**config.mk**
```make
export PLATFORM = sky130hd
export DESIGN_NAME = multicycle_control_flat
export DESIGN_NICKNAME = d
export VERILOG_FILES = /design/src/rtl/multicycle_control_pkg.sv /design/src/rtl/multicycle_control_if.sv /design/src/rtl/multicycle_control_alu_control.sv /design/src/rtl/multicycle_control.sv /design/src/flat_wrapper.sv
export SDC_FILE = /design/constraint.sdc
export NUM_CORES = 1
export LEC_CHECK = 0
export ABC_AREA = 1
export BUFFER_PORTS_ARGS = -buffer_cell sky130_fd_sc_hd__buf_2
export CAP_MARGIN = 20
export CORE_ASPECT_RATIO = 1.1
export CORE_MARGIN = 3
export CORE_UTILIZATION = 43
export DETAILED_ROUTE_END_ITERATION = 10
export PLACE_DENSITY = 0.79
export RECOVER_POWER = 50
export SETUP_SLACK_MARGIN = 0.2
export SYNTH_ARGS = -nofsm -noshare
export SYNTH_HDL_FRONTEND = slang
export SYNTH_SLANG_ARGS = --single-unit
```
**constraint.sdc**
```tcl
create_clock -name clk -period 1.6 [get_ports clk]
set_input_delay 0.24 -clock clk [delete_from_list [all_inputs] [get_ports clk]]
set_output_delay 0.24 -clock clk [all_outputs]
set_load 0.03 [all_outputs]
```
**src/rtl/multicycle_control_pkg.sv**
```systemverilog
// Shared encodings for the multi-cycle RV32I control unit: opcodes, ALU codes,
// FSM states, datapath mux selects and trap causes.
package riscv_ctrl_pkg;

  localparam logic [6:0] OP_R      = 7'b0110011;
  localparam logic [6:0] OP_I      = 7'b0010011;
  localparam logic [6:0] OP_LOAD   = 7'b0000011;
  localparam logic [6:0] OP_STORE  = 7'b0100011;
  localparam logic [6:0] OP_BRANCH = 7'b1100011;

  localparam logic [3:0] ALU_ADD  = 4'd0;
  localparam logic [3:0] ALU_SUB  = 4'd1;
  localparam logic [3:0] ALU_AND  = 4'd2;
  localparam logic [3:0] ALU_OR   = 4'd3;
  localparam logic [3:0] ALU_XOR  = 4'd4;
  localparam logic [3:0] ALU_SLL  = 4'd5;
  localparam logic [3:0] ALU_SRL  = 4'd6;
  localparam logic [3:0] ALU_SRA  = 4'd7;
  localparam logic [3:0] ALU_SLT  = 4'd8;
  localparam logic [3:0] ALU_SLTU = 4'd9;

  typedef enum logic [3:0] {
    FETCH, DECODE, EXEC_R, EXEC_I, MEM_ADDR, MEM_RD, MEM_WR,
    WB_ALU, WB_MEM, BRANCH, TRAP
  } state_e;

  localparam logic [1:0] SRC_A_PC    = 2'd0;
  localparam logic [1:0] SRC_A_OLDPC = 2'd1;
  localparam logic [1:0] SRC_A_RS1   = 2'd2;
  localparam logic [1:0] SRC_B_RS2   = 2'd0;
  localparam logic [1:0] SRC_B_FOUR  = 2'd1;
  localparam logic [1:0] SRC_B_IMM   = 2'd2;
  localparam logic       PC_SRC_ALU    = 1'b0;
  localparam logic       PC_SRC_ALUOUT = 1'b1;

  typedef enum logic [1:0] {
    CAUSE_NONE    = 2'd0,
    CAUSE_ILLEGAL = 2'd1,
    CAUSE_TIMEOUT = 2'd2
  } cause_e;

endpackage

```
**src/rtl/multicycle_control_if.sv**
```systemverilog
// Control bundle between the multi-cycle controller (master) and the
// shared-ALU datapath / unified memory (slave).
interface multicycle_control_if #(
  parameter int ALUOP_W = 4
);
  logic [31:0]        instr;
  logic               mem_ready;
  logic               alu_zero;
  logic               mem_req;
  logic               mem_we;
  logic               mem_iord;
  logic               ir_write;
  logic               pc_write;
  logic               pc_src;
  logic [1:0]         alu_src_a;
  logic [1:0]         alu_src_b;
  logic [ALUOP_W-1:0] alu_op;
  logic               reg_write;
  logic               mem_to_reg;
  logic               instr_done;
  logic               fault;
  logic [1:0]         fault_cause;

  modport master (
    input  instr, mem_ready, alu_zero,
    output mem_req, mem_we, mem_iord, ir_write, pc_write, pc_src,
           alu_src_a, alu_src_b, alu_op, reg_write, mem_to_reg,
           instr_done, fault, fault_cause
  );

  modport slave (
    output instr, mem_ready, alu_zero,
    input  mem_req, mem_we, mem_iord, ir_write, pc_write, pc_src,
           alu_src_a, alu_src_b, alu_op, reg_write, mem_to_reg,
           instr_done, fault, fault_cause
  );
endinterface

```
**src/rtl/multicycle_control_alu_control.sv**
```systemverilog
// Combinational funct3/funct7 decode into an ALU code plus an illegal flag,
// for register (R) and immediate (I) arithmetic classes.
module alu_control
  import riscv_ctrl_pkg::*;
(
  input  logic       is_rtype_i,
  input  logic [2:0] funct3_i,
  input  logic [6:0] funct7_i,
  output logic [3:0] alu_op_o,
  output logic       illegal_o
);

  // For I-type, funct7 is immediate bits and only matters for the shifts.
  always_comb begin
    alu_op_o  = ALU_ADD;
    illegal_o = 1'b0;
    case (funct3_i)
      3'b000:  alu_op_o = (is_rtype_i && funct7_i[5]) ? ALU_SUB : ALU_ADD;
      3'b001:  alu_op_o = ALU_SLL;
      3'b010:  alu_op_o = ALU_SLT;
      3'b011:  alu_op_o = ALU_SLTU;
      3'b100:  alu_op_o = ALU_XOR;
      3'b101:  alu_op_o = funct7_i[5] ? ALU_SRA : ALU_SRL;
      3'b110:  alu_op_o = ALU_OR;
      default: alu_op_o = ALU_AND;
    endcase
    if (is_rtype_i) begin
      illegal_o = !((funct7_i == 7'h00) ||
                    ((funct7_i == 7'h20) && ((funct3_i == 3'b000) || (funct3_i == 3'b101))));
    end else if (funct3_i == 3'b001) begin
      illegal_o = (funct7_i != 7'h00);
    end else if (funct3_i == 3'b101) begin
      illegal_o = (funct7_i != 7'h00) && (funct7_i != 7'h20);
    end
  end

endmodule

```
**src/rtl/multicycle_control.sv**
```systemverilog
// Multi-cycle RV32I-subset controller: FSM, memory wait counter with timeout
// trap, and Moore/Mealy decode of datapath control signals.
module multicycle_control
  import riscv_ctrl_pkg::*;
#(
  parameter int ALUOP_W = 4,
  parameter int TIMEOUT = 15
) (
  input  logic                 clk,
  input  logic                 rst,
  multicycle_control_if.master bus
);

  localparam int CNT_W = $clog2(TIMEOUT + 1);

  state_e           state_q, state_d;
  logic [CNT_W-1:0] waitCnt_q, waitCnt_d;
  cause_e           cause_q, cause_d;

  logic [6:0] opcode;
  logic [2:0] funct3;
  logic [6:0] funct7;
  logic [3:0] aluCode;
  logic       aluIllegal;
  logic       illegalInstr;
  logic       isReq;
  logic       readyEff;
  logic       unusedInstrBits;

  assign opcode          = bus.instr[6:0];
  assign funct3          = bus.instr[14:12];
  assign funct7          = bus.instr[31:25];
  assign unusedInstrBits = ^{bus.instr[24:15], bus.instr[11:7]};
  assign isReq           = (state_q == FETCH) || (state_q == MEM_RD) || (state_q == MEM_WR);
  // Memory completions seen while reset is held must not fire write strobes.
  assign readyEff        = bus.mem_ready && !rst;

  alu_control u_alu_control (
    .is_rtype_i (opcode == OP_R),
    .funct3_i   (funct3),
    .funct7_i   (funct7),
    .alu_op_o   (aluCode),
    .illegal_o  (aluIllegal)
  );

  always_comb begin
    case (opcode)
      OP_R, OP_I:         illegalInstr = aluIllegal;
      OP_LOAD, OP_STORE:  illegalInstr = (funct3 != 3'b010);
      OP_BRANCH:          illegalInstr = (funct3[2:1] != 2'b00);
      default:            illegalInstr = 1'b1;
    endcase
  end

  always_comb begin
    state_d   = state_q;
    waitCnt_d = '0;
    cause_d   = cause_q;
    if (isReq && !bus.mem_ready) begin
      if (waitCnt_q == CNT_W'(TIMEOUT)) begin
        state_d = TRAP;
        cause_d = CAUSE_TIMEOUT;
      end else begin
        waitCnt_d = waitCnt_q + CNT_W'(1);
      end
    end else begin
      case (state_q)
        FETCH:  state_d = DECODE;
        DECODE: begin
          if (illegalInstr) begin
            state_d = TRAP;
            cause_d = CAUSE_ILLEGAL;
          end else begin
            case (opcode)
              OP_R:              state_d = EXEC_R;
              OP_I:              state_d = EXEC_I;
              OP_LOAD, OP_STORE: state_d = MEM_ADDR;
              default:           state_d = BRANCH;
            endcase
          end
        end
        EXEC_R, EXEC_I: state_d = WB_ALU;
        MEM_ADDR:       state_d = (opcode == OP_LOAD) ? MEM_RD : MEM_WR;
        MEM_RD:         state_d = WB_MEM;
        TRAP:           state_d = TRAP;
        default:        state_d = FETCH;
      endcase
    end
  end

  always_ff @(posedge clk or posedge rst) begin
    if (rst) begin
      state_q   <= FETCH;
      waitCnt_q <= '0;
      cause_q   <= CAUSE_NONE;
    end else begin
      state_q   <= state_d;
      waitCnt_q <= waitCnt_d;
      cause_q   <= cause_d;
    end
  end

  always_comb begin
    bus.mem_req     = 1'b0;
    bus.mem_we      = 1'b0;
    bus.mem_iord    = 1'b0;
    bus.ir_write    = 1'b0;
    bus.pc_write    = 1'b0;
    bus.pc_src      = PC_SRC_ALU;
    bus.alu_src_a   = SRC_A_PC;
    bus.alu_src_b   = SRC_B_RS2;
    bus.alu_op      = ALUOP_W'(ALU_ADD);
    bus.reg_write   = 1'b0;
    bus.mem_to_reg  = 1'b0;
    bus.instr_done  = 1'b0;
    bus.fault       = (state_q == TRAP);
    bus.fault_cause = cause_q;
    case (state_q)
      FETCH: begin
        bus.mem_req   = 1'b1;
        bus.alu_src_b = SRC_B_FOUR;
        bus.ir_write  = readyEff;
        bus.pc_write  = readyEff;
      end
      DECODE: begin
        bus.alu_src_a = SRC_A_OLDPC;
        bus.alu_src_b = SRC_B_IMM;
      end
      EXEC_R: begin
        bus.alu_src_a = SRC_A_RS1;
        bus.alu_op    = ALUOP_W'(aluCode);
      end
      EXEC_I: begin
        bus.alu_src_a = SRC_A_RS1;
        bus.alu_src_b = SRC_B_IMM;
        bus.alu_op    = ALUOP_W'(aluCode);
      end
      MEM_ADDR: begin
        bus.alu_src_a = SRC_A_RS1;
        bus.alu_src_b = SRC_B_IMM;
      end
      MEM_RD: begin
        bus.mem_req  = 1'b1;
        bus.mem_iord = 1'b1;
      end
      MEM_WR: begin
        bus.mem_req    = 1'b1;
        bus.mem_we     = 1'b1;
        bus.mem_iord   = 1'b1;
        bus.instr_done = readyEff;
      end
      WB_ALU: begin
        bus.reg_write  = 1'b1;
        bus.instr_done = 1'b1;
      end
      WB_MEM: begin
        bus.reg_write  = 1'b1;
        bus.mem_to_reg = 1'b1;
        bus.instr_done = 1'b1;
      end
      BRANCH: begin
        bus.alu_src_a  = SRC_A_RS1;
        bus.alu_op     = ALUOP_W'(ALU_SUB);
        bus.pc_src     = PC_SRC_ALUOUT;
        bus.pc_write   = ((funct3 == 3'b000) && bus.alu_zero) ||
                         ((funct3 == 3'b001) && !bus.alu_zero);
        bus.instr_done = 1'b1;
      end
      default: ;
    endcase
  end

endmodule

```
**src/flat_wrapper.sv**
```systemverilog
// flat-port wrapper written by rule: the top's interface ports become plain ports
module multicycle_control_flat import riscv_ctrl_pkg::*;
#(
  parameter int ALUOP_W = 4,
  parameter int TIMEOUT = 15
)
  (clk, rst, bus_instr, bus_mem_ready, bus_alu_zero, bus_mem_req, bus_mem_we, bus_mem_iord, bus_ir_write, bus_pc_write, bus_pc_src, bus_alu_src_a, bus_alu_src_b, bus_alu_op, bus_reg_write, bus_mem_to_reg, bus_instr_done, bus_fault, bus_fault_cause);
  multicycle_control_if #(.ALUOP_W(ALUOP_W)) bus_i ();
  input  logic clk;
  input  logic rst;
  input wire logic [$bits(bus_i.instr)-1:0] bus_instr;
  input wire logic [$bits(bus_i.mem_ready)-1:0] bus_mem_ready;
  input wire logic [$bits(bus_i.alu_zero)-1:0] bus_alu_zero;
  output wire logic [$bits(bus_i.mem_req)-1:0] bus_mem_req;
  output wire logic [$bits(bus_i.mem_we)-1:0] bus_mem_we;
  output wire logic [$bits(bus_i.mem_iord)-1:0] bus_mem_iord;
  output wire logic [$bits(bus_i.ir_write)-1:0] bus_ir_write;
  output wire logic [$bits(bus_i.pc_write)-1:0] bus_pc_write;
  output wire logic [$bits(bus_i.pc_src)-1:0] bus_pc_src;
  output wire logic [$bits(bus_i.alu_src_a)-1:0] bus_alu_src_a;
  output wire logic [$bits(bus_i.alu_src_b)-1:0] bus_alu_src_b;
  output wire logic [$bits(bus_i.alu_op)-1:0] bus_alu_op;
  output wire logic [$bits(bus_i.reg_write)-1:0] bus_reg_write;
  output wire logic [$bits(bus_i.mem_to_reg)-1:0] bus_mem_to_reg;
  output wire logic [$bits(bus_i.instr_done)-1:0] bus_instr_done;
  output wire logic [$bits(bus_i.fault)-1:0] bus_fault;
  output wire logic [$bits(bus_i.fault_cause)-1:0] bus_fault_cause;
  assign bus_i.instr = bus_instr;
  assign bus_i.mem_ready = bus_mem_ready;
  assign bus_i.alu_zero = bus_alu_zero;
  assign bus_mem_req = bus_i.mem_req;
  assign bus_mem_we = bus_i.mem_we;
  assign bus_mem_iord = bus_i.mem_iord;
  assign bus_ir_write = bus_i.ir_write;
  assign bus_pc_write = bus_i.pc_write;
  assign bus_pc_src = bus_i.pc_src;
  assign bus_alu_src_a = bus_i.alu_src_a;
  assign bus_alu_src_b = bus_i.alu_src_b;
  assign bus_alu_op = bus_i.alu_op;
  assign bus_reg_write = bus_i.reg_write;
  assign bus_mem_to_reg = bus_i.mem_to_reg;
  assign bus_instr_done = bus_i.instr_done;
  assign bus_fault = bus_i.fault;
  assign bus_fault_cause = bus_i.fault_cause;
  multicycle_control #(.ALUOP_W(ALUOP_W), .TIMEOUT(TIMEOUT)) u_core (.clk(clk), .rst(rst), .bus(bus_i));
endmodule
```
==> out/results.ini <==
[clock_tree]
cts_max_path_buffers = 2
clk_latency_ps = 260
cts_sinks = 10
cts_tree = built
cts_buffers = 3
clk_transition_reported_paths_ps = 70
root_buffer = clkbuf_4
htreeDepth = 1

[route]
ant_nets = 0
initialDrtViolationCount = 20
drtPass1Iterations = 5
viasPerCell = 5.02
drt_wl_total_um = 3190
routedWlPerCell_um = 12.9
vias = 1244
drc = 0

[global_route]
grt_max_degree = 11
grt.total_usage_pct = 21.2
antenna_found_initial = 0
grt_overflow_total = 0
grt_pass1_vias = 1143
grt_first_pass_wirelength_um = 4770

[final_layout]
drive_above_1_share_pct = 45.5
syn_to_final_growth_pct = 63.7
diodes = 0
num-nets-final = 258

[timing]
drv_slew = 0
hold_violations = 0
max_clock_freq_mhz = 608
timing.setup.tns_ps = -167
max_slew.worst_pin.slew_ps = 524
setup_viol = 10
finalCriticalPeriod_ps = 1650
post-route-period-util_pct = 103
worst_slack_ps = -45.5
fin_skew_ps = 6.21
rsz0062_at_grt = true
max-slew-margin-rel_pct = 65.1

[hold_path]
hold_end = u_core.waitCnt_q[1]$_DFF_PP0_
worstHoldStart = bus_mem_ready
hold_depth = 4
holdCritPathClass = primary input to register

[setup_path]
r2r_end = u_core.state_q[0]$_DFFE_PP0P_
crit_family = simple AND/OR/NAND/NOR gates
critical_path_class = register to primary output
crit_chain = inv_2, nor2_4, nand2_1, nand3_4, buf_4
worstSetupStartpointType = register
crit_required_ps = 1360
crit_slowest_cell = dfrtp_1
critical_path_arrival_ps = 1410
crit_fanout = 4
reg2reg_from = u_core.state_q[2]$_DFFE_PP0P_
critPathBufInv = 2
reg2reg_depth = 12
reg2reg_slack_ps = -10
end_kind = primary output
cpPeakStageDelay_ps = 420

[pwr]
vdd_ir_drop_max_uv = 1560
p_per_area_mw_per_mm2 = 1800
power_mw = 2.82
leakage_nw = 0.892

[run_status]
violations = setup timing
status = finished, violations left

[logic_synthesis]
yosysTopAreaCell = dfrtp_1
syn-num-nets = 196
ys.flop_type = dfrtp_1
ys_top_cells_by_area = dfrtp_1, nand2_1, inv_1
syn-mean-instance-area_sq_um = 6.00
yosysWarnings = 0
synth-seq-cells = 10
synth_area_sq_um = 955
yosys.cell_types.count = 22
synth-edff-count = 0
synth_top_area_share_pct = 26.2
synthTopCellsByCount = nand2_1, inv_1, nor2_1, nand3_1, dfrtp_1
ys_async_sr_fraction_pct = 100
ys_seq_area_share_pct = 26.2
synth.most_common_cell = nand2_1
syn_inst = 159

[die]
io_pins = 56
core-area_sq_mm = 0.00206
die_area_sq_mm = 0.00282
rows = 17
die-width_um = 50.9
die_y_um = 55.4
initial_core_util_pct = 46.3

[run]
cap_violations = 0

[place]
place_congestion = 0.809
dp_hpwl_um = 2120
io_buffers = 40

==> registers in the layout (all words and copies together) (netlist names) <==
| register | flops |
|---|---|
| u_core.state_q | 4 |
| u_core.waitCnt_q | 4 |
| u_core.bus.fault_cause | 2 |
==> worst max-delay path by stage <==
stage / cells after the start / to / startpoint
after floorplan: 3 / bus_alu_op[1] / u_core.state_q[3]$_DFFE_PP0P_
after global placement: 6 / bus_alu_src_a[1] / u_core.state_q[0]$_DFFE_PP0P_
after detailed placement: 9 / bus_alu_op[0] / bus_instr[2]
after CTS: 6 / bus_alu_op[0] / u_core.state_q[1]$_DFFE_PP0P_
after global routing: 5 / bus_mem_req / u_core.state_q[2]$_DFFE_PP0P_
final: 5 / bus_mem_req / u_core.state_q[2]$_DFFE_PP0P_
==> routing by layer <==
layer  GRT usage [%]  part of all wire, %
met2            41.1                   56
met4            7.31                  3.1
met3            1.35                  4.1
met5               0                    0
met1            23.2                   37
==> tightest hold or removal path: stages <==
cell	delay [ps]
buf_2	100
inv_1	70
nand2_4	120
nor2_1	50
==> timing repair <==
item,4_1_cts,5_1_grt
hold buffers,1,0
setup endpoints to repair,23,24
setup buffers,11,4
pin swaps,5,11
gates resized for setup,37,18
endpoints found under the hold margin,10,0
==> per-stage QoR <==
step / instances / utilization (%) / hold slack [ps] / instance area, sq um / setup WS, ps
after floorplan: 159 / - / 88.1 / 976 / -20.0
after global placement: 228 / 59.1 / 244 / 1220 / 184
after detailed placement: 228 / 59.1 / 248 / 1220 / 138
after CTS: 244 / 70.5 / 319 / 1460 / 24.9
after global routing: 248 / 75.7 / 357 / 1560 / -92.1
final: 248 / 75.7 / 351 / 1560 / -45.5
==> layout make-up <==
| type | count | area [sq um] |
|---|---|---|
| Clock buffer | 4 | 36.3 |
| Multi-Input combinational cell | 117 | 696 |
| Fill cell | 166 | 500 |
| Tap cell | 28 | 35.0 |
| Sequential cell | 10 | 254 |
| Inverter | 32 | 123 |
| Timing Repair Buffer | 57 | 419 |
==> layout by cell type (no fill, tap or decap), types with 5 or more instances in the layout <==
| cell type | synthesis | layout |
|---|---|---|
| o21ai_1 | 3 | 5 |
| nand2_2 | 2 | 6 |
| dfrtp_1 | 10 | 7 |
| nor2_1 | 17 | 14 |
| nand2_1 | 47 | 42 |
| nor2_4 | 2 | 9 |
| buf_2 | 0 | 20 |
| inv_2 | 9 | 11 |
| nand3_1 | 15 | 15 |
| buf_4 | 0 | 22 |
| buf_6 | 0 | 10 |
| inv_1 | 23 | 20 |
==> cell families (layout without fill, tap and decap cells) <==
kind of cell,after synthesis,in the layout,share of synthesized area (%)
AO/OA/AOI/OAI,16,16,9.83
XOR/XNOR,1,1,0.918
adder cells (fa/ha/maj),1,1,1.31
buffers and inverters,32,93,12.6
flip-flops,10,10,26.2
AND/OR/NAND/NOR,99,99,49.1
==> power breakdown <==
group	switching, mW	internal [mW]	total [mW]
sequential	0.119	0.340	0.458
combinational	1.26	0.875	2.14
clock	0.0837	0.138	0.222
Power figures use the tool's default switching activity.
